$ cat config.mk
export PLATFORM = sky130hd
export DESIGN_NAME = collision_tracker_flat
export DESIGN_NICKNAME = d
export VERILOG_FILES = /design/src/rtl/hero_pkg.sv /design/src/rtl/collision_tracker_if.sv /design/src/rtl/collision_debounce.sv /design/src/rtl/collision_tracker.sv /design/src/flat_wrapper.sv
export SDC_FILE = /design/constraint.sdc
export NUM_CORES = 1
export LEC_CHECK = 0
export CAP_MARGIN = 15
export CORE_MARGIN = 3
export CORE_UTILIZATION = 50
export CTS_CLUSTER_DIAMETER = 150
export CTS_CLUSTER_SIZE = 12
export DETAILED_ROUTE_END_ITERATION = 16
export PLACE_DENSITY = 0.9
export SYNTH_ARGS = -nofsm -noshare
export SYNTH_HDL_FRONTEND = slang
export SYNTH_HIERARCHICAL = 1
export SYNTH_SLANG_ARGS = --single-unit
export TNS_END_PERCENT = 50
$ cat constraint.sdc
create_clock -name clk -period 5 [get_ports clk]
set_clock_uncertainty 0.2 [all_clocks]
set_input_delay 0.75 -clock clk [delete_from_list [all_inputs] [get_ports clk]]
set_output_delay 0.75 -clock clk [all_outputs]
set_load 0.03 [all_outputs]
$ cat src/rtl/hero_pkg.sv
// -----------------------------------------------------------------------------
// hero_pkg
// Shared definitions for the hero playfield collision tracker:
//   - state_t        : frame-report FSM states (IDLE, SCAN, REPORT)
//   - DEF_NUM_WALLS  : default wall count
//   - DEF_VALID_MASK : default set of walls allowed to report collisions
//   - is_onehot      : true when exactly one bit of a select vector is set
//   - onehot_to_idx  : bit position of the set bit of a one-hot vector
// Both helpers take a vector of MAX_WALLS bits. Callers zero-extend narrower
// selects, so the helpers serve any NUM_WALLS up to MAX_WALLS.
// -----------------------------------------------------------------------------
package hero_pkg;

    typedef enum logic [1:0] {
        IDLE   = 2'd0,
        SCAN   = 2'd1,
        REPORT = 2'd2
    } state_t;

    localparam int          DEF_NUM_WALLS  = 16;
    localparam logic [15:0] DEF_VALID_MASK = 16'h0FFF;

    localparam int                   MAX_WALLS = 64;
    localparam logic [MAX_WALLS-1:0] ONE_W     = 64'd1;

    // Clearing the lowest set bit leaves zero only for a single-bit vector.
    function automatic logic is_onehot(input logic [MAX_WALLS-1:0] v);
        return (v != '0) && ((v & (v - ONE_W)) == '0);
    endfunction

    // Returns 0 for an all-zero vector. Callers qualify the result with is_onehot.
    function automatic int onehot_to_idx(input logic [MAX_WALLS-1:0] v);
        int r;
        r = 0;
        for (int i = 0; i < MAX_WALLS; i++) begin
            if (v[i]) r = i;
        end
        return r;
    endfunction

endpackage

$ cat src/rtl/collision_tracker_if.sv
// -----------------------------------------------------------------------------
// collision_tracker_if
// Bundles the tracker's functional signals.
//   master : the environment. It drives frame_start, active, coll_wall and
//            report_ready, and it observes the results.
//   slave  : the tracker. It drives coll, coll_idx, onehot_err, report_valid,
//            report_mask, report_first, report_any and overrun.
// -----------------------------------------------------------------------------
interface collision_tracker_if
    import hero_pkg::*;
#(
    parameter int NUM_WALLS = DEF_NUM_WALLS,
    parameter int IDXW      = $clog2(NUM_WALLS)
);
    logic                 frame_start;
    logic [NUM_WALLS-1:0] active;
    logic [NUM_WALLS-1:0] coll_wall;
    logic                 report_ready;
    logic                 coll;
    logic [IDXW-1:0]      coll_idx;
    logic                 onehot_err;
    logic                 report_valid;
    logic [NUM_WALLS-1:0] report_mask;
    logic [IDXW-1:0]      report_first;
    logic                 report_any;
    logic                 overrun;

    modport master (
        output frame_start, active, coll_wall, report_ready,
        input  coll, coll_idx, onehot_err, report_valid, report_mask,
               report_first, report_any, overrun
    );

    modport slave (
        input  frame_start, active, coll_wall, report_ready,
        output coll, coll_idx, onehot_err, report_valid, report_mask,
               report_first, report_any, overrun
    );
endinterface

$ cat src/rtl/collision_debounce.sv
// -----------------------------------------------------------------------------
// collision_debounce
// Counts consecutive hit cycles on the same wall. confirm pulses in the cycle
// the count reaches DEBOUNCE.
//   clk, reset : clock and synchronous active-high reset
//   restart    : frame boundary. The current hit counts as cycle 1.
//   hit        : qualified hit in this cycle
//   idx        : wall index of the hit
//   confirm    : the hit in this cycle completes the debounce
// -----------------------------------------------------------------------------
module collision_debounce #(
    parameter int DEBOUNCE = 2,
    parameter int IDXW     = 4
)(
    input  logic            clk,
    input  logic            reset,
    input  logic            restart,
    input  logic            hit,
    input  logic [IDXW-1:0] idx,
    output logic            confirm
);
    localparam logic [3:0] DB = 4'(DEBOUNCE);

    logic [3:0]      cnt_p1;
    logic [3:0]      cnt_next;
    logic [IDXW-1:0] prev_idx_p1;
    logic            inc;

    always_comb begin
        // A nonzero count means the previous cycle was a hit, so prev_idx_p1 is valid.
        inc      = hit && !restart && (cnt_p1 != 4'd0) && (idx == prev_idx_p1);
        cnt_next = 4'd0;
        if (hit) begin
            if (inc) cnt_next = (cnt_p1 == DB) ? cnt_p1 : cnt_p1 + 4'd1;
            else     cnt_next = 4'd1;
        end
        // Fire only on the transition into DB. A saturated count does not re-fire.
        confirm = hit && (cnt_next == DB) && !(inc && (cnt_p1 == DB));
    end

    // ---- stage p1: count register ----
    always_ff @(posedge clk) begin
        if (reset) cnt_p1 <= 4'd0;
        else       cnt_p1 <= cnt_next;
    end

    always_ff @(posedge clk) begin
        if (hit) prev_idx_p1 <= idx;
    end
endmodule

$ cat src/rtl/collision_tracker.sv
// -----------------------------------------------------------------------------
// collision_tracker
// Per-frame collision tracker for the hero playfield.
//   clk, reset : clock and synchronous active-high reset
//   bus.slave  : inputs frame_start, active, coll_wall and report_ready.
//                Outputs coll and coll_idx (instantaneous hit, latency 1),
//                onehot_err, the frame report (report_valid, report_mask,
//                report_first, report_any) and the sticky overrun flag.
// -----------------------------------------------------------------------------
module collision_tracker
    import hero_pkg::*;
#(
    parameter int                   NUM_WALLS  = DEF_NUM_WALLS,
    parameter logic [NUM_WALLS-1:0] VALID_MASK = NUM_WALLS'(DEF_VALID_MASK),
    parameter int                   DEBOUNCE   = 2,
    parameter int                   IDXW       = $clog2(NUM_WALLS)
)(
    input  logic                clk,
    input  logic                reset,
    collision_tracker_if.slave  bus
);
    localparam int PADW = MAX_WALLS - NUM_WALLS;

    logic [MAX_WALLS-1:0] active_w;
    logic                 sel_onehot;
    logic [IDXW-1:0]      sel_idx;
    logic                 hit;
    logic                 confirm;
    logic                 accum_en;

    state_t               state_p1;
    logic [NUM_WALLS-1:0] acc_mask_p1, acc_next;
    logic                 first_valid_p1, fv_next;
    logic [IDXW-1:0]      first_idx_p1, fidx_next;

    logic                 coll_p1;
    logic [IDXW-1:0]      coll_idx_p1;
    logic                 onehot_err_p1;
    logic                 report_valid_p1;
    logic [NUM_WALLS-1:0] report_mask_p1;
    logic [IDXW-1:0]      report_first_p1;
    logic                 overrun_p1;

    assign active_w   = {{PADW{1'b0}}, bus.active};
    assign sel_onehot = is_onehot(active_w);
    assign sel_idx    = IDXW'(onehot_to_idx(active_w));
    assign hit        = sel_onehot && |(bus.active & bus.coll_wall & VALID_MASK);

    collision_debounce #(
        .DEBOUNCE (DEBOUNCE),
        .IDXW     (IDXW)
    ) u_debounce (
        .clk     (clk),
        .reset   (reset),
        .restart (bus.frame_start),
        .hit     (hit),
        .idx     (sel_idx),
        .confirm (confirm)
    );

    // frame_start clears the accumulators first. A confirm in the same cycle
    // then lands in the new frame.
    always_comb begin
        accum_en  = (state_p1 != IDLE) || bus.frame_start;
        acc_next  = acc_mask_p1;
        fv_next   = first_valid_p1;
        fidx_next = first_idx_p1;
        if (bus.frame_start) begin
            acc_next = '0;
            fv_next  = 1'b0;
        end
        if (accum_en && confirm) begin
            acc_next[sel_idx] = 1'b1;
            if (!fv_next) begin
                fv_next   = 1'b1;
                fidx_next = sel_idx;
            end
        end
    end

    // ---- stage p1: FSM, accumulators and registered outputs ----
    always_ff @(posedge clk) begin
        if (reset) begin
            state_p1        <= IDLE;
            acc_mask_p1     <= '0;
            first_valid_p1  <= 1'b0;
            coll_p1         <= 1'b0;
            coll_idx_p1     <= '0;
            onehot_err_p1   <= 1'b0;
            report_valid_p1 <= 1'b0;
            report_mask_p1  <= '0;
            report_first_p1 <= '0;
            overrun_p1      <= 1'b0;
        end else begin
            coll_p1        <= hit;
            if (sel_onehot) coll_idx_p1 <= sel_idx;
            onehot_err_p1  <= (bus.active != '0) && !sel_onehot;
            acc_mask_p1    <= acc_next;
            first_valid_p1 <= fv_next;
            case (state_p1)
                IDLE: begin
                    if (bus.frame_start) state_p1 <= SCAN;
                end
                SCAN: begin
                    if (bus.frame_start) begin
                        report_mask_p1  <= acc_mask_p1;
                        report_first_p1 <= first_valid_p1 ? first_idx_p1 : '0;
                        report_valid_p1 <= 1'b1;
                        state_p1        <= REPORT;
                    end
                end
                REPORT: begin
                    if (bus.frame_start) begin
                        // Replace the pending report. An unaccepted report is lost.
                        report_mask_p1  <= acc_mask_p1;
                        report_first_p1 <= first_valid_p1 ? first_idx_p1 : '0;
                        if (!bus.report_ready) overrun_p1 <= 1'b1;
                    end else if (bus.report_ready) begin
                        report_valid_p1 <= 1'b0;
                        state_p1        <= SCAN;
                    end
                end
                default: state_p1 <= IDLE;
            endcase
        end
    end

    always_ff @(posedge clk) begin
        first_idx_p1 <= fidx_next;
    end

    assign bus.coll         = coll_p1;
    assign bus.coll_idx     = coll_idx_p1;
    assign bus.onehot_err   = onehot_err_p1;
    assign bus.report_valid = report_valid_p1;
    assign bus.report_mask  = report_mask_p1;
    assign bus.report_first = report_first_p1;
    assign bus.report_any   = |report_mask_p1;
    assign bus.overrun      = overrun_p1;
endmodule
$ cat src/flat_wrapper.sv
// flat-port wrapper written by rule: the top's interface ports become plain ports
module collision_tracker_flat import hero_pkg::*;
#(
    parameter int                   NUM_WALLS  = DEF_NUM_WALLS,
    parameter logic [NUM_WALLS-1:0] VALID_MASK = NUM_WALLS'(DEF_VALID_MASK),
    parameter int                   DEBOUNCE   = 2,
    parameter int                   IDXW       = $clog2(NUM_WALLS)
)
  (clk, reset, bus_frame_start, bus_active, bus_coll_wall, bus_report_ready, bus_coll, bus_coll_idx, bus_onehot_err, bus_report_valid, bus_report_mask, bus_report_first, bus_report_any, bus_overrun);
  collision_tracker_if #(.NUM_WALLS(NUM_WALLS), .IDXW(IDXW)) bus_i ();
  input  logic clk;
  input  logic reset;
  input wire logic [$bits(bus_i.frame_start)-1:0] bus_frame_start;
  input wire logic [$bits(bus_i.active)-1:0] bus_active;
  input wire logic [$bits(bus_i.coll_wall)-1:0] bus_coll_wall;
  input wire logic [$bits(bus_i.report_ready)-1:0] bus_report_ready;
  output wire logic [$bits(bus_i.coll)-1:0] bus_coll;
  output wire logic [$bits(bus_i.coll_idx)-1:0] bus_coll_idx;
  output wire logic [$bits(bus_i.onehot_err)-1:0] bus_onehot_err;
  output wire logic [$bits(bus_i.report_valid)-1:0] bus_report_valid;
  output wire logic [$bits(bus_i.report_mask)-1:0] bus_report_mask;
  output wire logic [$bits(bus_i.report_first)-1:0] bus_report_first;
  output wire logic [$bits(bus_i.report_any)-1:0] bus_report_any;
  output wire logic [$bits(bus_i.overrun)-1:0] bus_overrun;
  assign bus_i.frame_start = bus_frame_start;
  assign bus_i.active = bus_active;
  assign bus_i.coll_wall = bus_coll_wall;
  assign bus_i.report_ready = bus_report_ready;
  assign bus_coll = bus_i.coll;
  assign bus_coll_idx = bus_i.coll_idx;
  assign bus_onehot_err = bus_i.onehot_err;
  assign bus_report_valid = bus_i.report_valid;
  assign bus_report_mask = bus_i.report_mask;
  assign bus_report_first = bus_i.report_first;
  assign bus_report_any = bus_i.report_any;
  assign bus_overrun = bus_i.overrun;
  collision_tracker #(.NUM_WALLS(NUM_WALLS), .VALID_MASK(VALID_MASK), .DEBOUNCE(DEBOUNCE), .IDXW(IDXW)) u_core (.clk(clk), .reset(reset), .bus(bus_i));
endmodule
==> out/qor.csv <==
stage,metric,value,unit
yosys,post-synth-top-count-cell,dfxtp_1,
worst_setup_path,reg2reg_to,u_core/acc_mask_p1[7]$_SDFF_PP0_,
timing,slew_headroom,42.0,%
run,drv_cap,0,
detailed_routing,wl_per_cell,14.7,um
yosys,netlist_area,2780,sq um
clock_network,numCtsBuffers,9,
detailed_routing,ant_nets,0,
clock_network,cts_tree,built,
worst_setup_path,crit_end,u_core/acc_mask_p1[7]$_SDFF_PP0_,
clock_network,cts_buffer_depth,2,
power_and_ir_drop,power_density,284,nW/um^2
finish,fin_area,3670,sq um
timing,fin_crit_sh,90.2,%
yosys,synth.distinct_cells,51,
yosys,avgSynthCellArea,9.11,sq um
detailed_routing,via_per_inst,5.79,
worst_setup_path,crit_path_end_kind,flop,
clock_network,h-tree-depth,3,
global_routing,antenna_found_initial,0,
timing,rsz0062_at_grt,false,
timing,tightest_slew,0.867,ns
yosys,synth_area_leader_cell,dfxtp_1,
finish,fillers,385,
worst_setup_path,crit_fanout,7,
floorplan,fp.dieH,80.5,um
clock_network,clkLatencyLatePin,0.33,ns
detailed_routing,wl_met1,2780,um
clock_network,cts.repair.resized,0,
yosys,synth_top_area_share,36.8,%
detailed_routing,via_count,2599,
placed_design,port_buffers,60,
global_routing,grt_usage,21.6,%
worst_setup_path,crit_path_cell_trace,clkdlybuf4s50_1 -> nor4_2 -> a41oi_1 -> a211o_1 -> nor4_4 -> and2_1 -> nand3b_1 -> nor4_1 -> o21ai_0 -> or3_1 -> nor2_1 -> a32o_1,
timing,finalSetupViolCount,0,
yosys,synth.area.top_cells,"dfxtp_1 (37%), edfxtp_1 (8.6%), a21oi_1 (5.9%)",
worst_setup_path,cp.required,5.07,ns
yosys,synth_edf_count,8,
finish,num_antenna_cells,0,
global_routing,grt_pass1_vias,2333,
global_routing,grt_pass1_wl,10800,um
placed_design,gp_congestion,0.869,
clock_network,holdBufCountCts,0,
timing,finalSetupTns,0,ns
floorplan,die_x,80.5,um
timing,hold_viol,0,
global_routing,gr-total-overflow,0,
yosys,synthesis.nets,348,
worst_setup_path,slowest_stage,nor4_2,
worst_hold_path,holdPathStages,2,
worst_setup_path,cp_top_family,simple AND/OR/NAND/NOR gates,
yosys,synth_ff_type,dfxtp_1,
detailed_routing,drt-total-wl,6590,um
worst_setup_path,start_kind,primary input,
outcome,status,"finished, final reports clean",
worst_setup_path,r2r_slack,2.06,ns
floorplan,initial_utilization,53.0,%
placed_design,preCtsSetupSlack,0.198,ns
floorplan,dieArea,6490,sq um
finish,final_nets,418,
yosys,yosys_warnings,6,
timing,fin_crit,4.51,ns
clock_network,path_clk_slew,0.06,ns
power_and_ir_drop,ir_drop,0.000180,V
timing,fmax,222,MHz
worst_setup_path,reg2regPathDepth,8,
clock_network,post-cts-setup-buffers,0,
yosys,ys_ff_latch,59,
worst_setup_path,cp.depth,12,
yosys,syn_inst,305,
floorplan,ioPinCount,65,
detailed_routing,drtIter0Drc,146,
detailed_routing,routed-wl-met3,518,um
clock_network,cts_root_buffer,clkbuf_8,
timing,worst_slack,0.492,ns
power_and_ir_drop,p_leak,1.27,nW
worst_setup_path,arrival,4.57,ns
worst_setup_path,timing.critical_path.buf_inv,1,
finish,synthToLayoutAreaGrowth,32.0,%
global_routing,grt_max_degree,28,
detailed_routing,first_pass_iters,5,
yosys,synthArstFlopShare,0,%
placed_design,place_area,3510,sq um
timing,whs,0.257,ns
timing,slew_violations,0,
finish,fin_util,70.0,%
worst_setup_path,critical_path_class,primary input to flop,
worst_setup_path,reg2reg_from,u_core/u_debounce/cnt_p1[0]$_SDFF_PP0_,
clock_network,cts_sinks,59,
floorplan,num_rows,26,
floorplan,core-area,5240,sq um
worst_hold_path,hold_path.class,flop to flop,
yosys,synth_common_cells,"dfxtp_1 (51), nand2_1 (44), a21oi_1 (33)",
detailed_routing,drc,0,
yosys,synth-seq-area-share,45.4,%
placed_design,dp_hpwl,4950,um
worst_setup_path,startpoint,bus_active[3],
finish,drive_gt1_share,9.76,%
detailed_routing,wl_met2,3190,um
detailed_routing,highest_layer,met4,
worst_setup_path,slowest_delay,0.58,ns
[logic make-up after synthesis]
kind of cell	count (synthesis)	share of synthesized area, %
compound gates	83	21.9
mux	3	1.08
simple gates	120	22.7
xor+xnor	6	1.89
flops	59	45.4
buf+inv	27	3.78
fa+ha+maj	7	3.15
[flip-flops by register name, indices dropped and copies added (netlist names)]
name,count
u_core/acc_mask_p1,16
u_core/first_idx_p1,4
u_core/first_valid_p1,1
u_core/bus.overrun,1
u_core/bus.onehot_err,1
u_core/u_debounce/cnt_p1,4
u_core/bus.coll,1
u_core/bus.coll_idx,4
u_core/bus.report_first,4
u_core/u_debounce/prev_idx_p1,4
u_core/state_p1,2
u_core/bus.report_mask,16
u_core/bus.report_valid,1
[how the worst min path moves through the flow]
| stage | start | end | slack, ns |
|---|---|---|---|
| after global routing | u_core/acc_mask_p1[7]$_SDFF_PP0_ | u_core/bus.report_mask[7]$_SDFFE_PP0P_ | 0.27 |
| after global placement | u_core/bus.report_first[3]$_SDFFE_PP0P_ | u_core/bus.report_first[3]$_SDFFE_PP0P_ | 0.24 |
| final | u_core/bus.report_first[3]$_SDFFE_PP0P_ | u_core/bus.report_first[3]$_SDFFE_PP0P_ | 0.26 |
| after CTS | u_core/acc_mask_p1[7]$_SDFF_PP0_ | u_core/bus.report_mask[7]$_SDFFE_PP0P_ | 0.26 |
| after floorplan | u_core/acc_mask_p1[10]$_SDFF_PP0_ | u_core/bus.report_mask[10]$_SDFFE_PP0P_ | 0.23 |
| after detailed placement | u_core/acc_mask_p1[0]$_SDFF_PP0_ | u_core/bus.report_mask[0]$_SDFFE_PP0P_ | 0.25 |
[report_power, final]
part	switching, W	internal (W)
Clock	0.000169	0.000188
Sequential	0.00000805	0.000489
Combinational	0.000118	0.0000701
Total	0.000295	0.000747
[worst min-delay path, stage by stage (launching register included)]
cell and delay [ns]:
dfxtp_1 0.31, nand2_1 0.05, a21oi_1 0.05
[placed cells by master (no fill, tap or decap), types with 5 or more instances in the layout]
| cell | n |
|---|---|
| clkdlybuf4s50_1 | 60 |
| dfxtp_1 | 51 |
| nand2_1 | 44 |
| a21oi_1 | 33 |
| nor2_1 | 25 |
| inv_1 | 13 |
| buf_4 | 13 |
| a22o_1 | 12 |
| clkbuf_8 | 10 |
| nor4_1 | 10 |
| nand3_1 | 9 |
| edfxtp_1 | 8 |
| ha_1 | 7 |
| a211oi_1 | 6 |
| a32o_1 | 6 |
| nor3_1 | 5 |
[layout make-up]
cell class	count	area (sq um)	area share, %
Clock buffer	12	145	3.96
Inverter	13	48.8	1.33
Sequential cell	59	1260	34.4
Clock inverter	3	15.0	0.409
Timing Repair Buffer	73	698	19.0
Tap cell	70	87.6	2.39
Multi-Input combinational cell	219	1410	38.5
[stage by stage]
step           cells  power, W
2_1_floorplan    305  0.000629
3_3_place_gp     434  0.000686
3_5_place_dp     434  0.000693
4_1_cts          449   0.00105
5_1_grt          449   0.00109
6_report         449   0.00104
[routing by layer]
layer	track usage [%]	vias up
met1	25.3	1217
met4	8.78	0
met3	7.29	8
li1	-	1262
met2	35.9	112
met5	0	-
No activity file was read; power rests on OpenSTA's default activity.
